<file path="src/rtl/epcs_program_ctrl.sv">
// -----------------------------------------------------------------------------
// epcs_program_ctrl
//
// Remote reprogramming sequencer for the EPCS configuration flash. It accepts
// an erase request and runs a bulk erase. It then loops over these steps:
//   - wait until a full 256-byte block sits in the EPCS receive FIFO;
//   - stream that block into the flash page buffer;
//   - start a page program and wait for the flash to finish;
//   - ask the send path for the next block.
// The loop stops after num_blocks pages.
//
// Optional feature: define EPCS_TIMEOUT_EN to add a TIMEOUT_W-bit watchdog.
// It covers the erase/page busy waits and the send_more handshake, and it
// raises prog_error when it overflows.
//
// Ports
//   rx_clock, reset          : clock, synchronous active-high reset
//   erase / erase_ACK        : erase request level / one-cycle accept pulse
//   num_blocks               : pages in the image (latched after erase)
//   EPCS_wrused/_rdreq/_data : receive FIFO (non-showahead, data 1 cycle late)
//   send_more/_ACK           : next-block request to the send path
//   flash_bulk_erase         : one-cycle bulk-erase start
//   flash_page_start         : one-cycle page-program start
//   flash_addr               : page byte address
//   flash_wdata/flash_wr     : page buffer write port
//   flash_busy               : flash engine busy
//   erase_done, program_done,
//   prog_error               : status levels
//   blocks_written           : pages programmed since the last erase
// -----------------------------------------------------------------------------
module epcs_program_ctrl #(
    parameter logic [23:0] START_ADDR = 24'h000000,
    parameter int          TIMEOUT_W  = 27
) (
    input  logic        rx_clock,
    input  logic        reset,
    input  logic        erase,
    output logic        erase_ACK,
    input  logic [31:0] num_blocks,
    input  logic [9:0]  EPCS_wrused,
    output logic        EPCS_rdreq,
    input  logic [7:0]  EPCS_data,
    output logic        send_more,
    input  logic        send_more_ACK,
    output logic        flash_bulk_erase,
    output logic        flash_page_start,
    output logic [23:0] flash_addr,
    output logic [7:0]  flash_wdata,
    output logic        flash_wr,
    input  logic        flash_busy,
    output logic        erase_done,
    output logic        program_done,
    output logic        prog_error,
    output logic [31:0] blocks_written
);

    typedef enum logic [3:0] {
        S_IDLE, S_ERASE, S_ERASE_WAIT, S_WAIT_DATA, S_LOAD,
        S_PAGE, S_PAGE_WAIT, S_REQ_MORE, S_DONE, S_ERROR
    } state_t;

    state_t      state_q, state_d;
    logic [31:0] blocks_q, blocks_d;
    logic [31:0] total_q, total_d;
    logic        latched_q, latched_d;   // total already captured since erase
    logic [23:0] addr_q, addr_d;
    logic        erase_done_q, erase_done_d;
    logic        prog_done_q, prog_done_d;
    logic        prog_err_q, prog_err_d;
    logic        ack_q, ack_d;
    logic        bulk_q, bulk_d;
    logic        page_start_q, page_start_d;
    logic        send_more_q, send_more_d;
    logic [8:0]  rd_cnt_q, rd_cnt_d;     // bit 8 set once 256 reads are issued
    logic        rd_valid_q, rd_valid_d; // FIFO data valid this cycle
    logic        wr_q, wr_d;
    logic [7:0]  wdata_q, wdata_d;
    logic [7:0]  wr_cnt_q, wr_cnt_d;
    logic [31:0] total_eff;
    logic        rdreq;

`ifdef EPCS_TIMEOUT_EN
    logic [TIMEOUT_W-1:0] tmo_q, tmo_d;
    logic                 timed;
`endif

    assign rdreq     = (state_q == S_LOAD) && !rd_cnt_q[8];
    assign total_eff = latched_q ? total_q : num_blocks;

    always_comb begin
        state_d      = state_q;
        blocks_d     = blocks_q;
        total_d      = total_q;
        latched_d    = latched_q;
        addr_d       = addr_q;
        erase_done_d = erase_done_q;
        prog_done_d  = prog_done_q;
        prog_err_d   = prog_err_q;
        ack_d        = 1'b0;
        bulk_d       = 1'b0;
        page_start_d = 1'b0;
        send_more_d  = send_more_q;
        rd_cnt_d     = rd_cnt_q + {8'd0, rdreq};
        // Read pipeline: strobe -> data valid next cycle -> page buffer write.
        rd_valid_d   = rdreq;
        wr_d         = rd_valid_q;
        wdata_d      = rd_valid_q ? EPCS_data : wdata_q;
        wr_cnt_d     = wr_cnt_q + {7'd0, wr_q};

        case (state_q)
            S_IDLE, S_DONE, S_ERROR: begin
                if (erase) begin
                    ack_d        = 1'b1;
                    bulk_d       = 1'b1;
                    blocks_d     = 32'd0;
                    erase_done_d = 1'b0;
                    prog_done_d  = 1'b0;
                    prog_err_d   = 1'b0;
                    addr_d       = START_ADDR;
                    latched_d    = 1'b0;
                    state_d      = S_ERASE;
                end
            end
            S_ERASE: begin
                if (flash_busy) state_d = S_ERASE_WAIT;
            end
            S_ERASE_WAIT: begin
                if (!flash_busy) begin
                    erase_done_d = 1'b1;
                    state_d      = S_WAIT_DATA;
                end
            end
            S_WAIT_DATA: begin
                rd_cnt_d  = 9'd0;
                wr_cnt_d  = 8'd0;
                total_d   = total_eff;
                latched_d = 1'b1;
                if (total_eff == 32'd0) begin
                    prog_err_d = 1'b1;
                    state_d    = S_ERROR;
                end else if (EPCS_wrused >= 10'd256) begin
                    state_d = S_LOAD;
                end
            end
            S_LOAD: begin
                // The 256th write is on the bus now. Start the page next cycle.
                if (wr_q && (wr_cnt_q == 8'hFF)) begin
                    page_start_d = 1'b1;
                    state_d      = S_PAGE;
                end
            end
            S_PAGE: begin
                if (flash_busy) state_d = S_PAGE_WAIT;
            end
            S_PAGE_WAIT: begin
                if (!flash_busy) begin
                    blocks_d = blocks_q + 32'd1;
                    addr_d   = addr_q + 24'h000100;
                    if ((blocks_q + 32'd1) == total_q) begin
                        prog_done_d = 1'b1;
                        state_d     = S_DONE;
                    end else begin
                        send_more_d = 1'b1;
                        state_d     = S_REQ_MORE;
                    end
                end
            end
            S_REQ_MORE: begin
                if (send_more_ACK) begin
                    send_more_d = 1'b0;
                    state_d     = S_WAIT_DATA;
                end
            end
            default: state_d = S_IDLE;
        endcase

`ifdef EPCS_TIMEOUT_EN
        timed = (state_q == S_ERASE) || (state_q == S_ERASE_WAIT) ||
                (state_q == S_PAGE)  || (state_q == S_PAGE_WAIT)  ||
                (state_q == S_REQ_MORE);
        // A real transition in the same cycle wins over the watchdog.
        if (timed && (state_d == state_q) && (&tmo_q)) begin
            prog_err_d  = 1'b1;
            send_more_d = 1'b0;
            state_d     = S_ERROR;
        end
        if (state_d != state_q) tmo_d = '0;
        else if (timed)         tmo_d = tmo_q + 1'b1;
        else                    tmo_d = '0;
`endif
    end

    always_ff @(posedge rx_clock) begin
        if (reset) begin
            state_q      <= S_IDLE;
            blocks_q     <= 32'd0;
            total_q      <= 32'd0;
            latched_q    <= 1'b0;
            addr_q       <= START_ADDR;
            erase_done_q <= 1'b0;
            prog_done_q  <= 1'b0;
            prog_err_q   <= 1'b0;
            ack_q        <= 1'b0;
            bulk_q       <= 1'b0;
            page_start_q <= 1'b0;
            send_more_q  <= 1'b0;
            rd_cnt_q     <= 9'd0;
            rd_valid_q   <= 1'b0;
            wr_q         <= 1'b0;
            wdata_q      <= 8'd0;
            wr_cnt_q     <= 8'd0;
`ifdef EPCS_TIMEOUT_EN
            tmo_q        <= '0;
`endif
        end else begin
            state_q      <= state_d;
            blocks_q     <= blocks_d;
            total_q      <= total_d;
            latched_q    <= latched_d;
            addr_q       <= addr_d;
            erase_done_q <= erase_done_d;
            prog_done_q  <= prog_done_d;
            prog_err_q   <= prog_err_d;
            ack_q        <= ack_d;
            bulk_q       <= bulk_d;
            page_start_q <= page_start_d;
            send_more_q  <= send_more_d;
            rd_cnt_q     <= rd_cnt_d;
            rd_valid_q   <= rd_valid_d;
            wr_q         <= wr_d;
            wdata_q      <= wdata_d;
            wr_cnt_q     <= wr_cnt_d;
`ifdef EPCS_TIMEOUT_EN
            tmo_q        <= tmo_d;
`endif
        end
    end

    assign erase_ACK        = ack_q;
    assign EPCS_rdreq       = rdreq;
    assign send_more        = send_more_q;
    assign flash_bulk_erase = bulk_q;
    assign flash_page_start = page_start_q;
    assign flash_addr       = addr_q;
    assign flash_wdata      = wdata_q;
    assign flash_wr         = wr_q;
    assign erase_done       = erase_done_q;
    assign program_done     = prog_done_q;
    assign prog_error       = prog_err_q;
    assign blocks_written   = blocks_q;

endmodule
</file>
<file path="config.mk">
export PLATFORM = sky130hd
export DESIGN_NAME = epcs_program_ctrl
export DESIGN_NICKNAME = d
export VERILOG_FILES = /design/src/rtl/epcs_program_ctrl.sv
export SDC_FILE = /design/constraint.sdc
export NUM_CORES = 1
export LEC_CHECK = 0
export ABC_AREA = 1
export CORE_ASPECT_RATIO = 1.1
export CORE_UTILIZATION = 39
export CTS_CLUSTER_SIZE = 20
export DETAILED_ROUTE_END_ITERATION = 12
export SLEW_MARGIN = 20
export SYNTH_ARGS = -nofsm -noshare
export SYNTH_HDL_FRONTEND = slang
export SYNTH_SLANG_ARGS = --single-unit
export TNS_END_PERCENT = 100
</file>
<file path="constraint.sdc">
create_clock -name rx_clock -period 1.9 [get_ports rx_clock]
set_input_delay 0.38 -clock rx_clock [delete_from_list [all_inputs] [get_ports rx_clock]]
set_output_delay 0.38 -clock rx_clock [all_outputs]
set_load 0.01 [all_outputs]
</file>
Word level (Yosys, flattened, before mapping):

Cells that the tools add are included.

* bits in registers: 126
* input bits: 55
* output and inout bits: 73

* add/sub/neg operators: 4
* magnitude comparators: 1
* equality and inequality tests: 22
* mux-type cells: 33
* bitwise gates (word level): 2
* reduce and logical (&&, ||, !) cells: 20

Operators with widths (count)
* 32-bit 2-to-1 mux: 3
* 32-bit case mux with 2 select lines: 1
* 24-bit 2-to-1 mux: 2
* 24-bit case mux with 2 select lines: 1
* 4-bit 2-to-1 mux: 10
* 32-bit by 1-bit adder with 32-bit output (second input constant): 1
* 32-bit == test: 1
* 32-bit logical NOT: 1
* 4-bit case mux with 8 select lines: 1
* 24-bit by 9-bit adder with 24-bit output (second input constant): 1
* 2-bit inequality test (second input constant): 9
* 4-bit by 3-bit == test with 1-bit output (second input constant): 4
* 10-bit by 9-bit >= comparator with 1-bit output (second input constant): 1
* 1-bit 2-to-1 mux: 10
* 1-bit case mux with 2 select lines: 5
* 9-bit by 1-bit adder with 9-bit output: 1
* 3-bit AND reduction: 3
* 8-bit by 1-bit adder with 8-bit output: 1
* 4-bit by 2-bit == test with 1-bit output (second input constant): 2
* 4-bit == test (second input constant): 2
* 8-bit == test (second input constant): 1
* 4-bit AND reduction: 2
* 8-bit AND reduction: 1
* 2-bit nonzero test: 4
* 10 further kinds: 14

Logic depth before layout (Yosys ltp):

Gate-level depths: netlist (run 1).

* depth in word-level cells: 5
* gate-level depth with buffers: 18
* depth with buffers taken out: 18

Worst setup path after synthesis (run 1):

Ideal clock, no wire load.

* kind: flip-flop to flip-flop
* from: register state_q[2]
* to: register rd_cnt_q[8]
* data arrival time: 2.082 ns
* path slack: -0.310 ns
* stages on the path, launching flop included: 17
* path buffers: 0
* period minus slack after synthesis: 2.210 ns
* cell sequence: dfxtp_1 nand2_1 nor2_1 inv_1 nor2_1 inv_1 nor2_1 ha_1 ha_1 nand2_1 nor2_1 nand3_1 inv_1 nand2_1 nor2_1 xnor2_1 nor2_1

* word-level cells in the longest chain between the ends: 3
* elaborated cells on any way between the ends: 5
* those cells by class: add/sub: 1; eq/ne: 2; reduce/logical: 2

Ends and longest elaborated chain
* start, declared: line 62 `state_t state_q, state_d;`
* start signal, assigned: line 216 `state_q <= state_d;`
* 4-bit by 3-bit == test with 1-bit output: line 87 `assign rdreq = (state_q == S_LOAD) && !rd_cnt_q[8];`
* 1-bit logical AND: line 87
* net EPCS_rdreq: line 41 `output logic EPCS_rdreq,`
* 9-bit by 1-bit adder with 9-bit output: line 103 `rd_cnt_d = rd_cnt_q + {8'd0, rdreq};`
* end signal, assigned: line 228 `rd_cnt_q <= rd_cnt_d;`
* end, declared: line 74 `logic [8:0] rd_cnt_q, rd_cnt_d;`

The timed path passes the listed nets, and every way through them passes these cells.
A chain may end at the register's enable or synchronous reset.

Worst setup path after layout (run 1):

* from: register blocks_q[0] (netlist: blocks_written[0])
* to: register state_q[3]

* word-level cells in the longest chain between the ends: 5

Ends and longest elaborated chain
* start, declared: line 63 `logic [31:0] blocks_q, blocks_d;`
* start signal, assigned: line 217 `blocks_q <= blocks_d;`
* 32-bit by 1-bit adder with 32-bit output: line 159 `if ((blocks_q + 32'd1) == total_q) begin`
* 32-bit == test: line 159
* 4-bit 2-to-1 mux: line 159
* 4-bit 2-to-1 mux: line 156 `if (!flash_busy) begin`
* 4-bit case mux with 8 select lines: line 110 `case (state_q)`

Every way passes these cells. The select of a mux whose other input is x is not followed.

==> results.yml, run 1 <==
run_status:
  status: "finished, violations left"
  violations: "negative setup slack"
global_route:
  grt_pass1_wl_um: 37800
  antenna_found_initial: 0
  grt_pass1_vias: 7831
  track_usage_pct: 26.5
  gr-total-overflow: 0
  grt_max_degree: 50
floorplanning:
  start_util_pct: 40.2
  dieArea_sq_um: 18200
  die_height_um: 141
  num_io_pins: 128
  die_w_um: 129
  core_sq_um: 17100
  rows: 50
sta:
  period_share_pct: 120
  slew_violations: 0
  hold_viol: 0
  finalWorstSetupSlack_ns: -0.376
  fmax_mhz: 439
  worst_pin_slew_ns: 0.614
  finalCriticalPeriod_ns: 2.28
  fin_skew_ns: 0.00756
  rsz0062_at_grt: "yes"
  setup_viol: 28
  max-slew-margin-rel_pct: 59.0
synthesis:
  netlist_instances: 1113
  synth_cell_types: 38
  synth_warnings: 0
  synth_top_flop_cell: "dfxtp_1"
  ys_top_cells_by_area: "dfxtp_1, nand2_1, nor2_1"
  ys_async_sr_fraction_pct: 0
  syn_area_sq_um: 6900
  ys_seq_area_share_pct: 34.3
  yosysTopAreaCellShare_pct: 34.3
  yosysTopAreaCell: "dfxtp_1"
  synth-seq-cells: 118
  synth_edf_count: 0
  avgSynthCellArea_sq_um: 6.20
pwr:
  vdd_drop_max_uv: 630
  leakage_nw: 4.94
  powerDensity_nw_per_um2: 791
  fin_total_pwr_mw: 8.95
setup_path:
  cp_max_fo: 4
  crit_type: "reg2reg"
  cp.arrival_ns: 2.62
  start_kind: "register"
  regToRegEndpoint: "state_q[3]"
  worst_setup_path_end_kind: "register"
  r2r_cells: 18
  reg2reg_slack_ns: -0.38
  critPathRequiredTime_ns: 2.24
  r2r_start: "blocks_written[0]"
cells_and_area:
  nNetsFinal: 1524
  antenna-diode-count: 0
  fillers: 1547
  syn2layout_area_growth_pct: 64.1
  layout.cells.non_filler: 1710
  multiInputGateArea_sq_um: 4370
  drive_above_1_share_pct: 30.7
  register_area_sq_um: 2410
placed_design:
  dp.final_hpwl_um: 17300
  gp_congestion: 0.913
  dp.cells: 1643
  place.port_buffers: 111
clocking:
  cts_root_buffer: "clkbuf_16"
  h-tree-depth: 4
  hold_buffers: 0
  clock_latency_ns: 0.42
  cts_tree: "built"
  cts_sinks: 118
  cts.clk_slew.worst_paths_ns: 0.06
  clockBufferDepth: 2
  cts_buffers: 17
routing:
  drcViolationCount: 0
  vias: 8249
  first_pass_iters: 5
  vias_per_cell: 4.82
  drtAntennaViolNets: 0
  post_drt_wl_per_cell_um: 14.1
  postRouteWirelength_um: 24200
  drt_iter0_drc: 527
min_path:
  hold-path-endpoint: "send_more"
  min_from: "reset"
  hold_path.class: "in2reg"
  min_delay_path_depth: 4
run:
  max_cap_viol_count: 0
[cell usage in the layout (no fill, tap or decap), drive strengths merged, types with 8 or more instances in the layout]
cell	instances
nand2	317
buf	251
nor2	181
inv	128
dfxtp	118
clkdlybuf4s50	108
a21oi	98
nand3	94
o21ai	55
clkbuf	21
nor3	20
a211oi	18
nand4	13
conb	8
clkinv	8
[timing repair]
item / 4_1_cts / 5_1_grt
pin swaps: 22 / 39
gates cloned: 0 / 3
gates resized for setup: 71 / 115
endpoints found under the setup margin: 46 / 67
buffers inserted: 17 / 20
[state kept, by name, indices dropped and copies added (netlist names)]
| register | flops |
|---|---|
| blocks_written | 32 |
| latched_q | 1 |
| erase_done | 1 |
| program_done | 1 |
| total_q | 32 |
| state_q | 4 |
| flash_bulk_erase | 1 |
| wr_cnt_q | 8 |
| prog_error | 1 |
| flash_page_start | 1 |
| send_more | 1 |
| flash_addr | 16 |
| flash_wr | 1 |
| rd_valid_q | 1 |
| rd_cnt_q | 9 |
| flash_wdata | 8 |
[metrics by stage]
stage / utilization, % / hold WS [ns] / setup slack (ns) / TNS [ns] / area (sq um)
after global placement: 57.3 / 0.454 / -0.443 / -5.83 / 9820
after CTS: 62.7 / 0.325 / -0.325 / -2.37 / 10700
final: 66.0 / 0.338 / -0.376 / -2.86 / 11300
after floorplan: - / 0.441 / -0.0701 / -0.181 / 6970
after global routing: 66.0 / 0.367 / -0.526 / -7.34 / 11300
after detailed placement: 57.3 / 0.452 / -0.518 / -7.29 / 9820
[cells by family after synthesis]
logic type / synth area share (%)
AND/OR/NAND/NOR: 40.5
AO/OA/AOI/OAI: 13.7
buffers and inverters: 9.69
flip-flops: 34.3
XOR/XNOR: 0.762
adder cells (fa/ha/maj): 1.09
other: 0.0544
[worst max path at each step]
stage | from | end | slack, ns | cells past startpoint
6_report | blocks_written[0] | state_q[3] | -0.38 | 18
5_1_grt | blocks_written[0] | state_q[3] | -0.53 | 18
4_1_cts | blocks_written[1] | state_q[1] | -0.32 | 19
3_5_place_dp | num_blocks[29] | state_q[1] | -0.52 | 12
3_3_place_gp | num_blocks[29] | state_q[2] | -0.44 | 12
2_1_floorplan | state_q[3] | rd_cnt_q[8] | -0.07 | 17
[critical path, cell delays in order, from the launching register on]
cell and delay (ns):
dfxtp_4 0.37, buf_6 0.10, inv_2 0.04, nor2_4 0.18, nand2_4 0.11, buf_4 0.16
nor2_4 0.12, nand2_1 0.07, nand2_1 0.08, nand2_1 0.06, nand2_1 0.07, nand2_2 0.07
nor2_1 0.13, nand2_1 0.09, nor2_2 0.13, nand4_1 0.15, nand2_1 0.09, nand2_1 0.06
a21oi_2 0.11
[synth_stat cells, types with 2 or more instances]
master	n
and2_1	4
nand2_1	305
nand3_2	3
xnor2_1	3
nor2_8	2
nand4_1	13
a211oi_1	18
nor2_2	6
buf_2	6
clkbuf_1	21
buf_4	10
nor3b_1	2
nand3b_1	2
inv_1	122
o21ai_0	50
dfxtp_1	118
inv_2	4
xor2_1	3
nor4_1	2
nand3_1	91
or2_2	2
nor3_1	18
nand2_2	10
o21ai_1	5
nor2_1	166
nor2_4	7
ha_1	6
a21oi_1	97
o21a_1	4
clkinv_1	2
and3_1	3
nand2_4	2
[final cells by class]
type | instances | area share, %
Multi-Input combinational cell | 836 | 38.6
Clock buffer | 19 | 4.01
Clock inverter | 13 | 1.28
Sequential cell | 118 | 21.3
Inverter | 128 | 4.27
Tap cell | 234 | 2.59
Timing Repair Buffer | 362 | 28.0
[metal layers]
layer | vias up | GRT usage (%) | share of wire, % | wire (um)
met5 | - | 0 | 0 | 0
met4 | 0 | 12.3 | 3.4 | 811
met3 | 46 | 4.37 | 4.7 | 1130
met2 | 225 | 44.6 | 48 | 11600
met1 | 3693 | 33.1 | 44 | 10600
li1 | 4285 | - | - | -
[where the power goes]
part	internal [mW]	total (mW)	switching, mW
Clock	2.02	3.26	1.24
Sequential	2.61	2.72	0.113
Combinational	1.37	2.97	1.60
Note: power is estimated with default switching activity, not from simulation.
==> run 2: changes to the inputs <==
--- a/config.mk
+++ b/config.mk
@@ -10,6 +10,7 @@
 export CORE_UTILIZATION = 39
 export CTS_CLUSTER_SIZE = 20
 export DETAILED_ROUTE_END_ITERATION = 12
+export MAX_ROUTING_LAYER = met4
 export SLEW_MARGIN = 20
 export SYNTH_ARGS = -nofsm -noshare
 export SYNTH_HDL_FRONTEND = slang
==> results.yml, run 2 (same netlist as run 1, synthesis figures left out) <==
clocking:
  h-tree-depth: 4
  cts_sinks: 118
  cts_root_buffer: "clkbuf_16"
  cts_buffers: 17
  cts.clk_slew.worst_paths_ns: 0.06
  clock_latency_ns: 0.42
  cts_tree: "built"
  clockBufferDepth: 2
setup_path:
  critPathBufInv: 3
  r2r_cells: 18
  start_kind: "register"
  regToRegEndpoint: "state_q[3]"
  reg2reg_slack_ns: -0.38
  critPathRequiredTime_ns: 2.24
  slowest_delay_ns: 0.37
  cp_max_fo: 4
  crit_end: "state_q[3]"
  crit_top_cell: "nand2_1"
  r2r_start: "blocks_written[0]"
  critical_path.top_delay_family: "simple AND/OR/NAND/NOR gates"
  worst_setup_path_end_kind: "register"
  crit_type: "reg2reg"
  cp_slowest_cell: "dfxtp_4"
  worstPathCellList: "buf_6 > inv_2 > nor2_4 > nand2_4 > buf_4 > nor2_4 > nand2_1 > nand2_1 > nand2_1 > nand2_1 > nand2_2 > nor2_1 > nand2_1 > nor2_2 > nand4_1 > nand2_1 > nand2_1 > a21oi_2"
  cp.depth: 18
  startpoint: "blocks_written[0]"
  cp.arrival_ns: 2.62
sta:
  fin_skew_ns: 0.00716
  setup_viol: 27
  holdWs_ns: 0.339
  slew_violations: 0
  hold_viol: 0
  worst_pin_slew_ns: 0.608
  fmax_mhz: 439
  finalCriticalPeriod_ns: 2.28
  rsz0062_at_grt: "yes"
  period_share_pct: 120
  max-slew-margin-rel_pct: 59.5
  finalWorstSetupSlack_ns: -0.379
placed_design:
  place.port_buffers: 111
  dp.final_hpwl_um: 17300
  dp.cells: 1643
  gp_congestion: 0.929
  placed_area_sq_um: 9820
  dpl_worst_slack_ns: -0.518
cells_and_area:
  final_cell_mix: "nand2_1, buf_4, nor2_1, inv_1, clkdlybuf4s50_1"
  nNetsFinal: 1524
  layout.cells.non_filler: 1710
  syn2layout_area_growth_pct: 64.1
  layout_commonest_cell: "nand2_1"
  drive_above_1_share_pct: 30.7
  antenna-diode-count: 0
  stdcell_area_sq_um: 11300
floorplanning:
  dieArea_sq_um: 18200
  rows: 50
  num_io_pins: 128
  core_sq_um: 17100
  die_w_um: 129
  die_height_um: 141
  start_util_pct: 40.2
global_route:
  gr-total-overflow: 0
  grt_pass1_wl_um: 37800
  grt_pass1_vias: 7830
  track_usage_pct: 27.3
  grt_max_degree: 50
  antenna_found_initial: 0
pwr:
  p_int_mw: 6.00
  switchingPower_mw: 2.97
  power_frac_clock_pct: 36.4
  leakage_nw: 4.94
  seqPwrFrac_pct: 30.4
  powerDensity_nw_per_um2: 792
  vdd_drop_max_uv: 641
  combPwrFrac_pct: 33.2
  switching_share_pct: 33.1
routing:
  vias_per_cell: 4.82
  post_drt_wl_per_cell_um: 14.2
  drcViolationCount: 0
  postRouteWirelength_um: 24200
  drt_iter0_drc: 452
  drtAntennaViolNets: 0
  first_pass_iters: 5
  vias: 8237
run:
  max_cap_viol_count: 0
run_status:
  violations: "negative setup slack"
  status: "finished, violations left"
min_path:
  hold_path.class: "in2reg"
==> run 2: cell counts in the layout (fill, tap and decap cells not counted) <==
Identical to the previous run, type by type.
==> run 2: power groups by stage <==
stage               combinational (mW)  sequential (mW)  clock, mW
global placement                  2.11             2.77          0
detailed placement                2.11             2.77          0
finish                            2.98             2.72       3.27
floorplan                         1.17             2.76          0
global route                      3.19             2.74       3.42
CTS                               2.22             2.71       3.32
==> run 2: cell type report <==
| cell class | instances | area (sq um) |
|---|---|---|
| fillers | 1548 | 5820 |
| clock inverters | 13 | 145 |
| repair buffers | 362 | 3170 |
| flip-flops and latches | 118 | 2410 |
| multi-input cells | 836 | 4370 |
| well taps | 234 | 293 |
| clock buffers | 19 | 454 |
| inverters | 128 | 483 |
==> run 2: worst register-to-register path, stage by stage, from the launching register on <==
cell	delay, ns
dfxtp_4	0.37
buf_6	0.10
inv_2	0.04
nor2_4	0.18
nand2_4	0.11
buf_4	0.16
nor2_4	0.12
nand2_1	0.07
nand2_1	0.08
nand2_1	0.06
nand2_1	0.08
nand2_2	0.07
nor2_1	0.13
nand2_1	0.09
nor2_2	0.13
nand4_1	0.15
nand2_1	0.09
nand2_1	0.06
a21oi_2	0.11
==> run 2: what timing repair did <==
action	4_1_cts	5_1_grt
hold buffers	0	0
setup endpoints to repair	46	67
pin swaps	22	39
setup buffers	17	20
gates cloned	0	3
gates resized for setup	71	115
==> run 2: metrics by stage <==
| step | total power, mW | TNS (ns) | util, % |
|---|---|---|---|
| floorplan | 3.93 | -0.181 | - |
| detailed placement | 4.89 | -7.29 | 57.3 |
| global route | 9.35 | -7.28 | 66.0 |
| global placement | 4.88 | -5.83 | 57.3 |
| finish | 8.97 | -2.87 | 66.0 |
| CTS | 8.25 | -2.37 | 62.7 |
==> run 2: metal layers <==
layer	global-route usage (%)	vias up	part of all wire, %
li1	-	4286	-
met1	33.2	3663	44
met2	44.6	239	48
met3	4.15	49	4.9
met4	12.3	0	3.7
met5	-	-	0
==> run 2: how the worst min path moves through the flow <==
stage,from,end,slack [ns],cells past startpoint
final,reset,send_more,0.34,4
after global routing,reset,send_more,0.37,4
after CTS,reset,send_more,0.33,4
after detailed placement,send_more,send_more,0.45,2
after global placement,erase_done,erase_done,0.45,2
after floorplan,wr_cnt_q[4],wr_cnt_q[4],0.44,1
==> run 3: changes to the inputs <==
--- a/config.mk
+++ b/config.mk
@@ -11,6 +11,7 @@
 export CTS_CLUSTER_SIZE = 20
 export DETAILED_ROUTE_END_ITERATION = 12
 export MAX_ROUTING_LAYER = met4
+export PLACE_DENSITY_LB_ADDON = 0.08
 export SLEW_MARGIN = 20
 export SYNTH_ARGS = -nofsm -noshare
 export SYNTH_HDL_FRONTEND = slang
==> constraint.sdc (replaced) <==
create_clock -name rx_clock -period 2.7 [get_ports rx_clock]
set_input_delay 0.54 -clock rx_clock [delete_from_list [all_inputs] [get_ports rx_clock]]
set_output_delay 0.54 -clock rx_clock [all_outputs]
set_load 0.01 [all_outputs]
==> results.yml, run 3 (same netlist as run 1, synthesis figures left out) <==
setup_path:
  worst_setup_path_end_kind: "register"
  crit_end: "state_q[1]"
  startpoint: "blocks_written[0]"
  r2r_start: "blocks_written[0]"
  r2r_cells: 16
  crit_type: "reg2reg"
  reg2reg_slack_ns: 0.21
  critPathRequiredTime_ns: 2.97
  cp_max_fo: 6
  start_kind: "register"
  regToRegEndpoint: "state_q[1]"
  cp.arrival_ns: 2.76
floorplanning:
  die_w_um: 129
  rows: 50
  die_height_um: 141
  start_util_pct: 40.2
  dieArea_sq_um: 18200
  num_io_pins: 128
  core_sq_um: 17100
global_route:
  grt_busiest_layer: "met2"
  use_met1_pct: 30.7
  antenna_found_initial: 0
  grt_max_degree: 44
  gr-total-overflow: 0
  track_usage_pct: 24.1
  grt_pass1_vias: 6685
  grt_util_met3_pct: 3.21
  met2_usage_pct: 38.6
  grt_pass1_wl_um: 33200
routing:
  post_drt_wl_per_cell_um: 13.7
  drtAntennaViolNets: 0
  drt_iter0_drc: 355
  first_pass_iters: 5
  drcViolationCount: 0
  vias_per_cell: 4.85
  postRouteWirelength_um: 20500
  vias: 7249
cells_and_area:
  nNetsFinal: 1310
  drive_above_1_share_pct: 9.27
  layout_commonest_cell: "nand2_1"
  fillers: 1788
  syn2layout_area_growth_pct: 31.2
  register_area_sq_um: 2370
  antenna-diode-count: 0
  multiInputGateArea_sq_um: 3910
  stdcell_area_sq_um: 9040
  final_cell_mix: "nand2_1, nor2_1, inv_1, dfxtp_1, clkdlybuf4s50_1"
  finalCoreUtilization_pct: 52.8
placed_design:
  dp.final_hpwl_um: 15600
  gp_congestion: 0.931
  dpl_worst_slack_ns: 0.0994
  placed_area_sq_um: 8420
  place.port_buffers: 111
clocking:
  cts_tree: "built"
  cts_buffers: 17
  cts_sinks: 118
  clockBufferDepth: 2
  cts.clk_slew.worst_paths_ns: 0.06
  h-tree-depth: 4
  cts_root_buffer: "clkbuf_16"
  clock_latency_ns: 0.42
sta:
  setup_viol: 0
  rsz0062_at_grt: "no"
  hold_viol: 0
  finalCriticalPeriod_ns: 2.49
  slew_violations: 0
  fin_skew_ns: 0.00686
  fmax_mhz: 402
  max-slew-margin-rel_pct: 64.9
  finalWorstSetupSlack_ns: 0.209
  fin_setup_tns_ns: 0
  period_share_pct: 92.2
  worst_pin_slew_ns: 0.526
pwr:
  vdd_drop_max_uv: 438
  powerDensity_nw_per_um2: 609
  leakage_nw: 3.61
min_path:
  hold_path.class: "reg2reg"
run:
  max_cap_viol_count: 0
run_status:
  status: "completed"
## run 3: worst min-delay path by stage
stage,from,endpoint,slack [ns],cells after the start
5_1_grt,erase_done,erase_done,0.47,2
2_1_floorplan,wr_cnt_q[4],wr_cnt_q[4],0.44,1
4_1_cts,erase_done,erase_done,0.46,2
6_report,send_more,send_more,0.45,2
3_3_place_gp,erase_done,erase_done,0.44,2
3_5_place_dp,erase_done,erase_done,0.45,2
## run 3: stage by stage
| stage | hold slack, ns | total power, mW | std cells |
|---|---|---|---|
| floorplan | 0.441 | 2.76 | 1120 |
| global placement | 0.438 | 3.20 | 1464 |
| detailed placement | 0.446 | 3.21 | 1464 |
| CTS | 0.458 | 5.55 | 1496 |
| global route | 0.467 | 5.78 | 1496 |
| finish | 0.453 | 5.51 | 1496 |
## run 3: critical path: stages, from the launching register on
cell and delay (ns):
dfxtp_1 0.33, ha_1 0.25, nand2_2 0.14, nor2_8 0.16, nand2_2 0.10, nor2_4 0.18
nand3_1 0.13, nand3_1 0.19, nand2_1 0.08, nor2_1 0.10, nand2_1 0.05, nor2_1 0.16
nand3_1 0.15, nand2_1 0.14, nand3_1 0.09, nand2_1 0.07, a21oi_1 0.06
## run 3: cell type report
class	instances	share of cell area, %
Sequential cell	118	26.2
Timing Repair Buffer	148	15.3
Clock buffer	18	4.74
Multi-Input combinational cell	836	43.2
Clock inverter	14	1.96
Inverter	128	5.31
Tap cell	234	3.24
## run 3: power breakdown
| part | internal (mW) | total (mW) | switching (mW) |
|---|---|---|---|
| registers | 1.84 | 1.94 | 0.0997 |
| clock network | 1.46 | 2.33 | 0.871 |
| logic | 0.430 | 1.24 | 0.813 |
## run 3: repair_timing
action                                  CTS  global route
hold buffers                              0             0
endpoints found under the setup margin    1             5
resized for setup                         1             9
cloned                                    0             0
setup buffers                             0             0
## run 3: metal layers
layer / up-vias / share of wire [%]
met5: - / 0
met4: 0 / 2.7
met3: 32 / 4.4
met2: 163 / 46
met1: 3205 / 47
li1: 3849 / -
